[src/rtl/ooo_fetch_unit_pkg.sv]
// Shared types and defaults for the fetch front-end: packet layout, FSM encoding, queue depth.
package ooo_fetch_unit_pkg;

  localparam int          FETCH_QDEPTH   = 8;
  localparam logic [31:0] FETCH_RESET_PC = 32'h1eceb000;
  localparam logic [3:0]  IMEM_RMASK_RD  = 4'hF;

  typedef struct packed {
    logic [31:0] pc;
    logic [31:0] inst;
  } fetch_pkt_t;

  typedef enum logic [1:0] {
    REQ,
    WAIT,
    DISCARD
  } fetch_state_t;

  function automatic logic [31:0] seq_pc(input logic [31:0] pc);
    return pc + 32'd4;
  endfunction

endpackage

[src/rtl/ooo_fetch_queue.sv]
// In-order circular instruction queue; head is combinational, all-ones when empty.
// Flush has priority over a same-cycle push/pop; pop on empty is ignored.
module ooo_fetch_queue
  import ooo_fetch_unit_pkg::*;
#(
  parameter int DEPTH = FETCH_QDEPTH
) (
  input  logic                     clk,
  input  logic                     rst,
  input  logic                     i_push,
  input  fetch_pkt_t               i_push_dat,
  input  logic                     i_pop,
  input  logic                     i_flush,
  output fetch_pkt_t               o_head,
  output logic [$clog2(DEPTH):0]   o_count
);

  localparam int AW = $clog2(DEPTH);
  localparam int CW = AW + 1;
  localparam logic [CW-1:0] FULL_CNT = CW'(DEPTH);

  fetch_pkt_t      r_mem [DEPTH];
  logic [AW-1:0]   r_head;
  logic [AW-1:0]   r_tail;
  logic [CW-1:0]   r_count;
  logic            w_empty;
  logic            w_full;
  logic            w_do_pop;
  logic            w_do_push;

  assign w_empty   = (r_count == '0);
  assign w_full    = (r_count == FULL_CNT);
  assign w_do_pop  = i_pop & ~w_empty;
  assign w_do_push = i_push & (~w_full | w_do_pop);

  always_ff @(posedge clk) begin
    if (rst || i_flush) begin
      r_head  <= '0;
      r_tail  <= '0;
      r_count <= '0;
    end else begin
      if (w_do_push) r_tail <= r_tail + AW'(1);
      if (w_do_pop)  r_head <= r_head + AW'(1);
      case ({w_do_push, w_do_pop})
        2'b10:   r_count <= r_count + CW'(1);
        2'b01:   r_count <= r_count - CW'(1);
        default: r_count <= r_count;
      endcase
    end
  end

  always_ff @(posedge clk) begin
    if (w_do_push && !rst && !i_flush) r_mem[r_tail] <= i_push_dat;
  end

  assign o_head  = w_empty ? '1 : r_mem[r_head];
  assign o_count = r_count;

endmodule

[src/rtl/ooo_fetch_unit.sv]
// Fetch stage: owns the fetch PC, one outstanding I-mem read, redirects on predict/mispredict.
// Request issues the cycle it is asserted; a slot is reserved at issue so the queue never overflows.
module ooo_fetch_unit
  import ooo_fetch_unit_pkg::*;
#(
  parameter logic [31:0] RESET_PC = FETCH_RESET_PC,
  parameter int          QDEPTH   = FETCH_QDEPTH
) (
  input  logic        clk,
  input  logic        rst,
  output logic [31:0] imem_addr,
  output logic [3:0]  imem_rmask,
  input  logic [31:0] imem_rdata,
  input  logic        imem_resp,
  output fetch_pkt_t  fifo_out,
  output logic        fetch_en,
  input  logic        fifo_pop,
  input  logic        predict_taken,
  input  logic [31:0] pc_target,
  input  logic        mispredict,
  input  logic [31:0] actual_target
);

  localparam int CW = $clog2(QDEPTH) + 1;
  localparam logic [CW-1:0] FULL_CNT = CW'(QDEPTH);

  fetch_state_t  r_state;
  fetch_state_t  w_state_nxt;
  logic [31:0]   r_pc;
  logic [31:0]   w_pc_nxt;
  logic [31:0]   w_target;
  logic          w_redirect;
  logic          w_issue;
  logic          w_push;
  logic          w_full;
  logic [CW-1:0] w_count;
  fetch_pkt_t    w_push_dat;

  // predict_taken only counts once the predictor has actually consumed the branch
  assign w_redirect = mispredict | (predict_taken & fifo_pop);
  assign w_target   = mispredict ? actual_target : pc_target;
  assign w_full     = (w_count == FULL_CNT);

  always_comb begin
    w_state_nxt = r_state;
    w_pc_nxt    = r_pc;
    w_issue     = 1'b0;
    w_push      = 1'b0;
    case (r_state)
      REQ: begin
        if (w_redirect) begin
          w_pc_nxt = w_target;
        end else if (!w_full) begin
          w_issue     = 1'b1;
          w_state_nxt = WAIT;
        end
      end
      WAIT: begin
        if (w_redirect) begin
          w_pc_nxt    = w_target;
          w_state_nxt = imem_resp ? REQ : DISCARD;
        end else if (imem_resp) begin
          w_push      = 1'b1;
          w_pc_nxt    = seq_pc(r_pc);
          w_state_nxt = REQ;
        end
      end
      DISCARD: begin
        if (w_redirect) w_pc_nxt = w_target;
        if (imem_resp)  w_state_nxt = REQ;
      end
      default: w_state_nxt = REQ;
    endcase
  end

  always_ff @(posedge clk) begin
    if (rst) begin
      r_state <= REQ;
      r_pc    <= RESET_PC;
    end else begin
      r_state <= w_state_nxt;
      r_pc    <= w_pc_nxt;
    end
  end

  assign imem_addr       = {r_pc[31:2], 2'b00};
  assign imem_rmask      = w_issue ? IMEM_RMASK_RD : 4'h0;
  assign w_push_dat.pc   = r_pc;
  assign w_push_dat.inst = imem_rdata;
  assign fetch_en        = (w_count != '0);

  ooo_fetch_queue #(
    .DEPTH (QDEPTH)
  ) u_queue (
    .clk        (clk),
    .rst        (rst),
    .i_push     (w_push),
    .i_push_dat (w_push_dat),
    .i_pop      (fifo_pop),
    .i_flush    (w_redirect),
    .o_head     (fifo_out),
    .o_count    (w_count)
  );

endmodule

[config.mk]
export PLATFORM = sky130hd
export DESIGN_NAME = ooo_fetch_unit
export DESIGN_NICKNAME = d
export VERILOG_FILES = /design/src/rtl/ooo_fetch_unit_pkg.sv /design/src/rtl/ooo_fetch_queue.sv /design/src/rtl/ooo_fetch_unit.sv
export SDC_FILE = /design/constraint.sdc
export NUM_CORES = 1
export LEC_CHECK = 0
export ABC_AREA = 1
export CAP_MARGIN = 0
export CELL_PAD_IN_SITES_DETAIL_PLACEMENT = 0
export CELL_PAD_IN_SITES_GLOBAL_PLACEMENT = 2
export CORE_AREA = 2 2 237 239
export DETAILED_ROUTE_END_ITERATION = 10
export DIE_AREA = 0 0 239 241
export PLACE_DENSITY_LB_ADDON = 0.2
export SKIP_LAST_GASP = 1
export SLEW_MARGIN = 20
export SYNTH_ARGS = -nofsm -noshare
export SYNTH_HDL_FRONTEND = slang
export SYNTH_SLANG_ARGS = --single-unit
[constraint.sdc]
create_clock -name clk -period 15 [get_ports clk]
set_input_delay 3 -clock clk [delete_from_list [all_inputs] [get_ports clk]]
set_output_delay 3 -clock clk [all_outputs]
set_load 0.01 [all_outputs]
==> flow_metrics.tcl, run 1 <==
set metrics [dict create \
    worst_pin_slew_ps 1150 \
    yosys.area_share.simple_pct 11.4 \
    io_buffers 200 \
    ir_drop_mv 0.0874 \
    gr-total-overflow 0 \
    holdCritPathClass "reg2reg" \
    wl_per_cell_um 22.2 \
    vias 15400 \
    core-area_um2 54900 \
    ioPinCount 203 \
    cp_max_fo 33 \
    cp_cell_sequence "clkdlybuf4s50_1 -> buf_4 -> inv_2 -> nand2_4 -> inv_2 -> nand2_1 -> nor3_1 -> clkdlybuf4s50_1" \
    slowest_delay_ps 620 \
    drt-total-wl_um 61400 \
    holdPathStages 2 \
    grt_pass1_vias 15000 \
    clk_pin_slew_ps 60 \
    final.setup.tns_ps 0 \
    hold_violations 0 \
    nets 2127 \
    grtUsageMet3_pct 3.74 \
    clock_latency_ps 630 \
    worstReg2RegEnd "u_queue.r_mem[4][24]$_DFFE_PP_" \
    worstPathRequired_ps 12000 \
    power_density_nw_per_um2 120 \
    crit_path_start "mispredict" \
    ctsHoldBuffers 0 \
    synthXorXnorAreaFrac_pct 0.187 \
    multi_input_area_um2 6060 \
    max_freq_ghz 0.121 \
    syn_area_per_cell_um2 12.3 \
    rsz0062_at_grt "false" \
    ff2ff_path_depth 6 \
    min_from "u_queue.r_head[2]$_SDFFE_PP0P_" \
    crit_end "imem_rmask[3]" \
    synth-warning-count 0 \
    synth_flop_cell "edfxtp_1" \
    cts_max_level 2 \
    nFillCells 4847 \
    skew_ps 25.1 \
    ys_ff_latch 559 \
    synth_seq_area_share_pct 69.8 \
    r2r_start "r_state[0]$_SDFFE_PP0P_" \
    cts_root_buffer "clkbuf_16" \
    total_power_uw 3300 \
    cts.sinks 559 \
    gp_congestion 0.749 \
    dr.pass1.iters 5 \
    cts_buffers 58 \
    final_common_cell "edfxtp_1" \
    final_cell_mix "edfxtp_1, nand2_1, a21oi_1" \
    postRouteAntennaNets 0 \
    dieWidth_um 239 \
    grt_max_degree 154 \
    max_slew_margin_pct 23.1 \
    cellLeakagePower_uw 0.00981 \
    fin_cells 2770 \
    synth_compound_gate_area_share_pct 13.5 \
    synth_top_family_by_area "compound AO/OA/AOI/OAI gates" \
    grtUsageMet1_pct 29.2 \
    crit_type "in2out" \
    min_period_over_period_pct 55.2 \
    endpoint_kind "primary output" \
    drt_iter0_markers 1103 \
    yosys-mux-area-fraction_pct 0.129 \
    rows 86 \
    dp.cells 2662 \
    synth_cell_types 45 \
    cts.path.max_buffers 3 \
    grt_util_met2_pct 34.6 \
    r2r_setup_slack_ps 11660 \
    grt_antenna_before_repair 1 \
    die_h_um 241 \
    maxSlewViolCount 0 \
    post_cts_buffers 0 \
    grt_usage_pct 21.1 \
    outcome "finished clean" \
    min_period_ps 8290 \
    setup_violations 0 \
    ff_latch_area_um2 16300 \
    initial_core_util_pct 42.6 \
    grt_pass1_wl_um 91800 \
    synthCells 1894 \
    drc 0 \
    syn_area_um2 23400 \
    vias_per_cell 5.58 \
    gr-max-usage-layer "met2" \
    crit_arrival_ps 5290 \
    cts.repair.resized 0 \
    critPathLaunchType "input port" \
    die_area_um2 57600 \
    synth_adder_area_share_pct 0.321 \
    synthArstFlopShare_pct 0 \
    cp_slowest_cell "clkdlybuf4s50_1" \
    hpwl_um 32000 \
    syn_to_final_growth_pct 18.0 \
    cap_viol_max_count 0 \
    cts_tree "yes" \
    drive_above_1_share_pct 7.51 \
    synth_edf_count 512 \
]
flip-flops by register name (all words and copies together), names as in the netlist, named ones only:
register	cells
r_pc	32
r_state	2
u_queue.o_count	4
u_queue.r_head	3
u_queue.r_mem	512
u_queue.r_tail	3
routing by layer:
| layer | share of wire, % | up-vias |
|---|---|---|
| met5 | 0 | - |
| met4 | 2.0 | 0 |
| met3 | 5.3 | 88 |
| met2 | 47 | 396 |
| met1 | 45 | 7696 |
| li1 | - | 7268 |
power breakdown:
group	internal (µW)	leakage, µW	switching (µW)
clock	822	0.000892	582
sequential	1720	0.00500	34.5
combinational	65.0	0.00392	74.4
total	2610	0.00981	691
per-stage QoR:
step	hold slack, ps	util [%]	instance area (µm²)	worst slack [ps]
6_report	456	50.2	27600	6710
5_1_grt	476	50.2	27600	6490
4_1_cts	459	50.2	27500	6680
3_5_place_dp	444	46.8	25700	6700
3_3_place_gp	441	46.8	25700	6710
2_1_floorplan	433	-	23400	6300
critical path, delay by kind of cell:
family / cells / cell delay (ps)
buffers and inverters: 5 / 1750
and+or+nand+nor: 3 / 530
layout make-up:
| type | count | area share (%) |
|---|---|---|
| sequential | 559 | 59.2 |
| multi-input combinational | 1121 | 22.0 |
| timing repair buffer | 228 | 8.13 |
| clock buffer | 76 | 5.59 |
| tap | 704 | 3.20 |
| clock inverter | 30 | 1.14 |
| inverter | 51 | 0.731 |
| antenna | 1 | 0.00908 |
kinds of logic (layout without fill, tap and decap cells):
logic type | after synthesis | after routing
xor gates and xnor gates | 5 | 5
other | 1 | 3
muxes | 3 | 3
and+or+nand+nor | 612 | 612
DFF | 559 | 559
buffers and inverters | 215 | 385
adders and majority gates | 6 | 6
AOI/OAI and AO/OA | 493 | 493
how the worst min path moves through the flow:
stage / to / slack, ps
2_1_floorplan: flip-flop / 430
3_3_place_gp: flip-flop / 440
3_5_place_dp: flip-flop / 440
4_1_cts: flip-flop / 460
5_1_grt: flip-flop / 480
6_report: flip-flop / 460
Yosys cell counts (5+ instances only):
library cell	instances	share of area [%]
edfxtp_1	512	66
nand2_1	403	6.5
a21oi_1	302	6.5
a221o_1	128	5.5
nand3_1	113	2.4
buf_2	65	1.4
dfxtp_1	47	4.0
clkbuf_1	41	0.66
nor2_1	41	0.66
inv_1	40	0.64
buf_4	39	1.3
o21ai_0	32	0.69
buf_1	16	0.26
nand4_1	11	0.29
nor3_1	11	0.24
a31oi_1	10	0.27
inv_2	10	0.16
o21ai_1	8	0.17
ha_1	6	0.32
nand2_4	5	0.24
nor2_2	5	0.13
nor2_4	5	0.24
No activity file was read; power rests on OpenSTA's default activity.
==> run 2: changes to the inputs <==
--- a/config.mk
+++ b/config.mk
@@ -9,9 +9,9 @@
 export CAP_MARGIN = 0
 export CELL_PAD_IN_SITES_DETAIL_PLACEMENT = 0
 export CELL_PAD_IN_SITES_GLOBAL_PLACEMENT = 2
-export CORE_AREA = 2 2 237 239
+export CORE_AREA = 2 2 258 260
 export DETAILED_ROUTE_END_ITERATION = 10
-export DIE_AREA = 0 0 239 241
+export DIE_AREA = 0 0 260 262
 export PLACE_DENSITY_LB_ADDON = 0.2
 export SKIP_LAST_GASP = 1
 export SLEW_MARGIN = 20
==> constraint.sdc (replaced) <==
create_clock -name clk -period 7.1 [get_ports clk]
set_input_delay 1.42 -clock clk [delete_from_list [all_inputs] [get_ports clk]]
set_output_delay 1.42 -clock clk [all_outputs]
set_load 0.01 [all_outputs]
==> run 2 against run 1 <==
  * Worst hold slack got worse by 1.4 ps
  * Clock power rose by 120%
  * Power rose by 110%
  * Final cell count rose by 5.9%
  * Utilization fell by 7.5 points
  * Sequential power rose by 110%
  * Non-clock buffer count fell by 1
  * Design area rose by 1.3%
  * Largest cell class unchanged
==> flow_metrics.tcl, run 2 (same netlist as run 1, synthesis figures left out) <==
set metrics [dict create \
    crit_type "reg2out" \
    max_slew_margin_pct 26.6 \
    io_buffers 200 \
    ir_drop_mv 0.187 \
    ff2ff_path_depth 12 \
    grt_antenna_before_repair 0 \
    worstReg2RegEnd "u_queue.o_count[2]$_SDFFE_PP0P_" \
    max_freq_ghz 0.184 \
    cts_tree "yes" \
    gp_congestion 0.763 \
    gr-total-overflow 0 \
    die_h_um 262 \
    clk_pin_slew_ps 60 \
    cts_max_level 2 \
    drive_above_1_share_pct 8.02 \
    die_area_um2 68100 \
    min_period_ps 5420 \
    cap_viol_max_count 0 \
    holdCritPathClass "reg2reg" \
    r2r_start "u_queue.o_count[0]$_SDFFE_PP0P_" \
    power_density_nw_per_um2 253 \
    dp_slack_ps 1920 \
    cts_buffers 59 \
    antenna_cells_inserted 0 \
    dieWidth_um 260 \
    cts.path.max_buffers 3 \
    outcome "finished clean" \
    final.setup.tns_ps 0 \
    endpoint_kind "primary output" \
    largest_register "u_queue.r_mem" \
    ioPinCount 203 \
    top_layer_used "met4" \
    grt_max_degree 166 \
    holdPathStages 2 \
    largest_register_ffs 512 \
    worst_pin_slew_ps 1100 \
    rsz0062_at_grt "false" \
    fin_ws_ps 1680 \
    final_common_cell "edfxtp_1" \
    dr.pass1.iters 5 \
    cts.repair.resized 0 \
    r2r_setup_slack_ps 3770 \
    maxSlewViolCount 0 \
    vias 15500 \
    rows 94 \
    skew_ps 25.2 \
    cellLeakagePower_uw 0.00986 \
    wl_met3_um 2940 \
    min_period_over_period_pct 76.4 \
    critPathLaunchType "flip-flop" \
    hpwl_um 34200 \
    vias_per_cell 5.30 \
    syn_to_final_growth_pct 19.5 \
    cp_max_fo 165 \
    drt-total-wl_um 64100 \
    min_from "u_queue.r_head[2]$_SDFFE_PP0P_" \
    nets 2127 \
    initial_core_util_pct 35.8 \
    wl_per_cell_um 21.8 \
    post_cts_buffers 0 \
    met2_length_um 31000 \
    crit_arrival_ps 4000 \
    cts_root_buffer "clkbuf_16" \
    grt_pass1_wl_um 95700 \
    ctsHoldBuffers 0 \
    grt_usage_pct 18.5 \
    clock_latency_ps 630 \
    drc 0 \
    cts.sinks 559 \
    hold_violations 0 \
    postRouteAntennaNets 0 \
    worstPathRequired_ps 5680 \
    grt_pass1_vias 15500 \
    wl_met1_um 28900 \
    core-area_um2 65300 \
    final_cell_mix "edfxtp_1, nand2_1, a21oi_1" \
    fin_util_pct 42.8 \
    drt_iter0_markers 1104 \
    setup_violations 0 \
]
-- run 2: changes by cell type in the layout (fill, tap and decap cells not counted), sizes merged --
cell / delta
buf: -1
clkbuf: +3
clkinv: -1
clkinvlp: +1
diode: -1
inv: +2
-- run 2: worst max-delay path: stages (launching register included) --
cell	delay, ps
dfxtp_4	610
inv_8	790
buf_4	610
nand2_1	110
a221o_1	370
nand3_1	170
clkdlybuf4s50_1	580
-- run 2: layout make-up --
| cell class | count | area [µm²] |
|---|---|---|
| multi-input cells | 1121 | 6060 |
| clock buffers | 79 | 1590 |
| clock inverters | 32 | 335 |
| flip-flops and latches | 559 | 16300 |
| inverters | 51 | 204 |
| repair buffers | 227 | 2310 |
| fillers | 6019 | 37400 |
| well taps | 864 | 1080 |
-- run 2: how the worst max path moves through the flow --
stage	start	end	slack (ps)	cells past startpoint
6_report	flip-flop	fifo_out[49]	1680	6
5_1_grt	flip-flop	fifo_out[53]	1430	6
4_1_cts	flip-flop	fifo_out[53]	1630	6
3_5_place_dp	mispredict	imem_rmask[2]	1920	8
3_3_place_gp	mispredict	imem_rmask[3]	1920	8
2_1_floorplan	mispredict	u_queue.r_mem[3][0]$_DFFE_PP_	60	8
-- run 2: per-stage QoR --
stage,hold slack [ps],std cells,power (µW),cell area (µm²)
after floorplan,433,1895,3900,23400
after global placement,443,2821,4080,26000
after detailed placement,447,2821,4080,26000
after CTS,456,2932,7150,27900
after global routing,507,2933,7320,27900
final,455,2933,7070,27900
-- run 2: layer usage --
layer	global-route usage [%]	vias up
li1	-	7274
met1	25.1	7799
met2	31.0	378
met3	3.03	90
met4	4.84	0
met5	0	-
-- run 2: where the power goes --
part	total (µW)	internal (µW)	switching (µW)
logic	300	138	161
registers	3710	3630	78.0
clock network	3060	1790	1270
total	7070	5560	1510
==> run 3: changes to the inputs <==
==> constraint.sdc (replaced) <==
create_clock -name clk -period 4.4 [get_ports clk]
set_input_delay 0.88 -clock clk [delete_from_list [all_inputs] [get_ports clk]]
set_output_delay 0.88 -clock clk [all_outputs]
set_load 0.01 [all_outputs]
==> run 3 against run 2 <==
  * Clock power increased by 54%
  * Design area increased by 0.47%
  * Register-to-register slack got worse by 2300 ps
  * Non-clock buffer count increased by 13
==> flow_metrics.tcl, run 3 (same netlist as run 1, synthesis figures left out) <==
set metrics [dict create \
    core-area_um2 65300 \
    clock_latency_ps 620 \
    drive_above_1_share_pct 8.37 \
    grt_usage_pct 18.7 \
    drt-total-wl_um 64600 \
    antenna_cells_inserted 0 \
    hpwl_um 35000 \
    setup_violations 0 \
    maxSlewViolCount 0 \
    fin_ws_ps 190 \
    max_slew_margin_pct 28.3 \
    rows 94 \
    ir_drop_mv 0.295 \
    nets 2139 \
    clk_pin_slew_ps 60 \
    cap_viol_max_count 0 \
    worst_pin_slew_ps 1080 \
    gp_congestion 0.781 \
    worstPathRequired_ps 3520 \
    vias 15600 \
    hold_violations 0 \
    cts.path.max_buffers 3 \
    cts_buffers 58 \
    min_period_ps 4210 \
    dp_slack_ps 798 \
    cts_tree "yes" \
    ioPinCount 203 \
    rsz0062_at_grt "false" \
    grt_pass1_vias 15300 \
    cts_root_buffer "clkbuf_16" \
    final_common_cell "edfxtp_1" \
    vias_per_cell 5.29 \
    io_buffers 200 \
    cellLeakagePower_uw 0.00991 \
    gr-total-overflow 0 \
    postRouteAntennaNets 0 \
    grt_max_degree 169 \
    holdCritPathClass "reg2reg" \
    grt_antenna_before_repair 1 \
    cts_max_level 2 \
    cts.sinks 559 \
    critPathLaunchType "flip-flop" \
    fin_util_pct 43.0 \
    final_cell_mix "edfxtp_1, nand2_1, a21oi_1" \
    syn_to_final_growth_pct 20.1 \
    post_cts_buffers 0 \
    wl_per_cell_um 22.0 \
    drt_iter0_markers 1126 \
    die_h_um 262 \
    max_freq_ghz 0.238 \
    endpoint_kind "primary output" \
    outcome "finished clean" \
    drc 0 \
    grt_pass1_wl_um 96500 \
    min_period_over_period_pct 95.7 \
    crit_type "reg2out" \
    largest_register_ffs 512 \
    nFillCells 6018 \
    largest_register "u_queue.r_mem" \
    die_area_um2 68100 \
    crit_arrival_ps 3330 \
    initial_core_util_pct 35.8 \
    skew_ps 13.6 \
    power_density_nw_per_um2 399 \
    dr.pass1.iters 5 \
    cp_max_fo 168 \
    dieWidth_um 260 \
]
[run 3: cell types whose count changed in the layout (fill, tap and decap cells not counted), sizes merged]
| cell | before | now |
|---|---|---|
| clkinvlp | 3 | 5 |
| buf | 27 | 40 |
| clkinv | 21 | 24 |
| clkbuf | 79 | 73 |
| bufinv | 6 | 4 |
[run 3: area by class of cell]
| class | instances | area, µm² | share of cell area, % |
|---|---|---|---|
| Sequential cell | 559 | 16300 | 58.2 |
| Multi-Input combinational cell | 1121 | 6080 | 21.7 |
| Timing Repair Buffer | 240 | 2550 | 9.08 |
| Clock buffer | 73 | 1510 | 5.38 |
| Tap cell | 864 | 1080 | 3.85 |
| Clock inverter | 35 | 308 | 1.10 |
| Inverter | 51 | 199 | 0.709 |
[run 3: stage by stage]
step	area (µm²)	TNS (ps)	hold slack, ps	std cells	total power [µW]
floorplan	23400	-201680	433	1895	6300
global placement	26200	0	443	2835	6570
detailed placement	26200	0	445	2835	6580
CTS	28000	0	459	2943	11300
global route	28000	0	477	2943	11600
finish	28000	0	462	2943	11200
[run 3: report_power, final]
part	internal (µW)	switching (µW)	total, µW
Sequential	5860	123	5980
Combinational	224	258	482
Clock	2670	2060	4720
[run 3: critical path, cell delays in order (launching register included)]
cell and delay [ps]:
dfxtp_4 740, buf_16 530, a21oi_1 140, a221o_1 350, nand3_1 100, clkdlybuf4s50_1 690
[run 3: per-layer routing]
layer / GRT usage [%] / vias to the layer above / share of wire (%)
li1: - / 7302 / -
met1: 26.3 / 7763 / 46
met2: 30.3 / 410 / 47
met3: 3.42 / 85 / 5.6
met4: 4.07 / 0 / 1.7
met5: 0 / - / 0
[run 3: worst paths after layout]
path | to | depth (start not counted) | slack [ps] | start
setup / recovery | fifo_out[48] | 5 | 190 | flip-flop
hold / removal | flip-flop | 2 | 460 | u_queue.r_head[2]$_SDFFE_PP0P_
setup reg to reg | u_queue.o_count[3]$_SDFFE_PP0P_ | 12 | 1520 | u_queue.o_count[0]$_SDFFE_PP0P_
hold reg to reg | flip-flop | 2 | 460 | u_queue.r_head[2]$_SDFFE_PP0P_
[run 3: what timing repair did]
action                                  in CTS  in global routing
resized for setup                            0                  1
endpoints found under the setup margin       0                  8
hold buffers                                 0                  0
==> RTL change 1 (settings of run 1) <==
The package constant `FETCH_QDEPTH` goes from 8 to 4.
--- a/src/rtl/ooo_fetch_unit_pkg.sv
+++ b/src/rtl/ooo_fetch_unit_pkg.sv
@@ -1,7 +1,7 @@
 // Shared types and defaults for the fetch front-end: packet layout, FSM encoding, queue depth.
 package ooo_fetch_unit_pkg;
 
-  localparam int          FETCH_QDEPTH   = 8;
+  localparam int          FETCH_QDEPTH   = 4;
   localparam logic [31:0] FETCH_RESET_PC = 32'h1eceb000;
   localparam logic [3:0]  IMEM_RMASK_RD  = 4'hF;
 
Formal check against the unedited RTL: same outputs for any inputs over 4 cycles, from zero or initial values and one cycle with rst high; that may be too few to reach the edited logic, so the function may still have changed.
==> RTL change 1 against run 1 <==
Sequential cell count decreased by 260. Worst hold slack improved by 0.019 ns. Via count decreased by 43%. Routed wire length down 40%. Setup slack worse by 0.016 ns. Global-route usage fell by 8.5 points. Area after synthesis fell by 43%. Clock power shrank 39%. Cell area is 39% lower. Synthesized cell count decreased by 38%. Power is 42% lower.
==> RTL change 1: results (changes against run 1) <==
outcome = finished, final reports clean
main flop type after synthesis = edfxtp_1
class of the tightest hold or removal check = reg -> reg
R2R depth = 5 (-1)
synth cell count leaders = 256 x edfxtp_1, 230 x nand2_1, 131 x o211ai_1
drt pass-1 iters = 7 (+2)
number of gates given a new drive strength after cts = 0 (unchanged)
beginning of the worst hold path = u_queue.r_head[0]
clock-pin transition on the worst setup and hold timing paths = 0.05 ns
Post-CTS Setup Inserts = 0 (unchanged)
Post-synth ARST share = 0% (unchanged)
count of flip-flops with a built-in enable after synthesis = 256 (-50%)
Worst-Skew Late Latency = 0.53 ns (-0.10 ns)
Static Leak = 5.63 nW (-43%)
biggest fanout along the worst timing path = 33 (unchanged)
Max-slew headroom = 28.5% (+5.4 points)
number of distinct standard cells referenced by the synthesized netlist = 42 (-6.7%)
total routed wire length on the met1 layer = 16500 um (-41%)
number of flip-flops in the largest register = 256 (-50%)
Buffers on Ports = 200 (unchanged)
sequential share of the synthesized area = 64.1% (-5.8 points)
met1 Resource Use GR = 15.9% (-13 points)
H-tree depth = 2 (unchanged)
wire length of the first global-routing pass = 54600 um (-41%)
startpoint of the lowest-slack register-to-register path = r_state[0]
Setup Slack @ Placement = 6.65 ns (-0.0571 ns)
count of warnings emitted by yosys = 0 (unchanged)
Min-Delay Path Depth = 1 (-1)
Crit path largest cell delay = 0.48 ns (-0.14 ns)
number of nets in the final layout = 1426 (-33%)
main area contributors after synthesis = edfxtp_1 58%, o211ai_1 7.4%, nand2_1 6.5%, dfxtp_1 6.5%, mux2i_1 4.9%
violation count after the first detailed-routing iteration = 332 (-70%)
Post-Route Skew = 0.0198 ns (-0.00528 ns)
routed wire length on met2 = 18200 um (-37%)
Routed WL per cell = 18.0 um (-19%)
global-route total usage across every layer = 12.6% (-8.5 points)
DR WL met3 = 1540 um (-53%)
global routing met2 resource utilization = 22.3% (-12 points)
launch point of the worst path = mispredict
final RePlAce weighted congestion = 0.724 (-3.3%)
Max VDD drop = 0.0550 mV (-37%)
total number of vias = 8881 (-43%)
crit path DAT = 5.30 ns (about the same)
grt met3 use = 2.17% (-1.6 points)
fraction of final layout cells sized beyond drive strength 1 = 7.09% (-0.42 points)
CTS Buf Count = 36 (-38%)
maximum number of pins on one net before global-route repair = 77 (-50%)
number of antenna violations at the first check in global routing = 0 (-1)
highest routed metal layer = met4
CTS root buf = clkbuf_16
placed wire-length estimate = 23000 um (-28%)
number of buffers between clock root and the deepest sink = 3 (unchanged)
Diodes inserted = 0 (-1)
slowest library cell on the worst path = clkinv_2
largest register by flop count = u_queue.r_mem
-- RTL change 1: through the flow --
step	total power, mW	instance area [um2]	cells	utilization [%]
after floorplan	1.02	13300	1167	-
after global placement	1.09	15800	1983	28.8
after detailed placement	1.09	15800	1983	28.8
after CTS	1.96	16900	2044	30.9
after global routing	2.00	16900	2044	30.9
final	1.92	16900	2044	30.9
-- RTL change 1: worst paths after layout --
| kind | to | slack (ns) |
|---|---|---|
| setup / recovery | imem_rmask[2] | 6.70 |
| hold / removal | u_queue.r_head[0] | 0.48 |
| setup reg to reg | u_queue.r_mem[1][26] | 11.97 |
| hold reg to reg | u_queue.r_head[0] | 0.48 |
-- RTL change 1: logic make-up after synthesis --
kind of cell / synth area share [%]
and+or+nand+nor: 11.3
DFF: 64.1
AOI/OAI and AO/OA: 11.7
buffers and inverters: 7.23
muxes: 4.88
adders and majority gates: 0.713
xor gates and xnor gates: 0.131
other: 0.0281
-- RTL change 1: report_power, final --
group | leakage, nW | total, mW | switching, mW | internal (mW)
combinational | 2.41 | 0.126 | 0.0654 | 0.0607
clock | 0.559 | 0.850 | 0.332 | 0.517
sequential | 2.66 | 0.946 | 0.0274 | 0.918
total | 5.63 | 1.92 | 0.425 | 1.50
-- RTL change 1: area by class of cell --
class / instances / area, um2
multi-input combinational: 658 / 3860
inverter: 110 / 417
fill: 5626 / 37900
clock inverter: 18 / 189
tap: 704 / 881
sequential: 299 / 8550
timing repair buffer: 212 / 2090
clock buffer: 43 / 948
-- RTL change 1: worst max-delay path, delay by kind of cell --
kind	cells	cell delay, ns
buffers and inverters	4	1.73
AO/OA/AOI/OAI	1	0.15
AND/OR/NAND/NOR	2	0.39
==> RTL change 2 (flow settings as in run 1) <==
Without the edit above. Add an input register stage for `pc_target`, with the module's reset; this delays it by one clock. The other inputs are not delayed to match.
--- a/src/rtl/ooo_fetch_unit.sv
+++ b/src/rtl/ooo_fetch_unit.sv
@@ -24,6 +24,16 @@
   localparam int CW = $clog2(QDEPTH) + 1;
   localparam logic [CW-1:0] FULL_CNT = CW'(QDEPTH);
 
+  logic [31:0] pc_target_q;
+
+  always_ff @(posedge clk) begin
+    if (rst) begin
+      pc_target_q <= '0;
+    end else begin
+      pc_target_q <= pc_target;
+    end
+  end
+
   fetch_state_t  r_state;
   fetch_state_t  w_state_nxt;
   logic [31:0]   r_pc;
@@ -38,7 +48,7 @@
 
   // predict_taken only counts once the predictor has actually consumed the branch
   assign w_redirect = mispredict | (predict_taken & fifo_pop);
-  assign w_target   = mispredict ? actual_target : pc_target;
+  assign w_target   = mispredict ? actual_target : pc_target_q;
   assign w_full     = (w_count == FULL_CNT);
 
   always_comb begin
Check against the original RTL: not equivalent (Yosys sat finds a counterexample within 4 cycles, from zero or initial values and one cycle with rst high).
==> RTL change 2 against run 1 <==
Routed wire length hardly changed. Critical endpoint unchanged. Sequential cell count is 32 higher. Count of clock-buffer cells in the layout up 4. Global-route usage barely moved. Combinational power is 9% lower. Worst hold slack got worse by 0.0013 ns. Cell area increased by 3.1%. Sequential power increased by 5%. Synthesized cell count rose by 6.3%. Area after synthesis grew 3.7%. Clock power grew 4%. Highest routed layer is now met5. Setup slack better by 0.45 ns. Power up 3.6%. First-iteration DRC count grew 4.3%.
==> RTL change 2: results (changes against run 1) <==
Routed WL per cell = 21.3 um (-4.1%)
final RePlAce weighted congestion = 0.748 (-0.11%)
portion of the layout cell area used by clock cells = 6.79% (+0.067 points)
register-to-register path setup slack = 11.48 ns (-0.18 ns)
crit path DAT = 4.84 ns (-0.45 ns)
non-clock inverter count in the final layout = 83 (+63%)
outcome = finished, final reports clean
Max VDD drop = 0.0793 mV (-9.3%)
Finished Cell Area = 28400 um2 (+3.1%)
wire length of the first global-routing pass = 92400 um (+0.63%)
Avg Vias per Cell = 5.52 (-1.1%)
Flop+latch power = 1.84 mW (+5%)
area fraction in compound gates after synthesis = 12.7% (-0.82 points)
violation count after the first detailed-routing iteration = 1150 (+4.3%)
number of nets in the final layout = 2241 (+5.4%)
combinational share of power = 3.7% (-0.5 points)
mux contribution to synthesized area = 0.165% (+0.037 points)
post-synthesis share of cell area spent on full adders, half adders and majority gates = 0.310% (-0.011 points)
fraction of area in non-clock buffers = 7.65% (-0.47 points)
Diodes inserted = 0 (-1)
layout sequential cell count = 591 (+5.7%)
via count of the first global-routing pass = 15500 (+3.1%)
pwr/cell area = 120 nW/um2 (+0.54%)
R2R depth = 5 (-1)
post-placement cell area = 26500 um2 (+3.2%)
Worst-Margin Slew = 1.05 ns (-0.107 ns)
placed cell count = 2774 (+4.2%)
number of distinct standard cells referenced by the synthesized netlist = 42 (-6.7%)
CTS Buf Count = 61 (+5.2%)
Setup Slack @ Placement = 7.14 ns (+0.442 ns)
hold slack final = 0.455 ns (-0.00128 ns)
biggest fanout along the worst timing path = 35 (+6.1%)
routed wire length on met2 = 30000 um (+3.3%)
global-route total usage across every layer = 21.1% (+0.039 points)
endpoint of the worst register-to-register path = u_queue.r_mem[7][52]
sequential share of the synthesized area = 70.0% (+0.16 points)
met1 Resource Use GR = 28.5% (-0.69 points)
multi-input gate area in the final layout = 6130 um2 (+1.3%)
Post-Route Skew = 0.0135 ns (-0.0116 ns)
wire length reported by the detailed router = 61500 um (about the same)
maximum number of pins on one net before global-route repair = 145 (-5.8%)
instance count of the mapped netlist = 2014 (+6.3%)
Clock Buffer Count = 80 (+5.3%)
## RTL change 2: cell types whose count changed in the layout (fill, tap and decap cells not counted), moves of 5 or more
cell / run 1 / this run
nand2_1: 403 / 428
nand4_1: 11 / 5
o21ai_0: 32 / 41
inv_2: 9 / 3
a31oi_1: 10 / 3
a21oi_1: 302 / 292
inv_1: 39 / 77
nor2_1: 38 / 92
dfxtp_1: 44 / 76
o21ai_1: 8 / 0
clkinv_2: 5 / 12
o211ai_1: 2 / 7
## RTL change 2: worst max path at each step
stage | from | endpoint | slack (ns) | cells after the start
final | mispredict | imem_rmask[3] | 7.16 | 8
after CTS | mispredict | imem_rmask[1] | 7.14 | 8
after floorplan | mispredict | u_queue.r_mem[0][0] | 7.95 | 9
after global placement | mispredict | imem_rmask[0] | 7.16 | 8
after global routing | register | fifo_out[22] | 6.97 | 6
after detailed placement | mispredict | imem_rmask[1] | 7.14 | 8
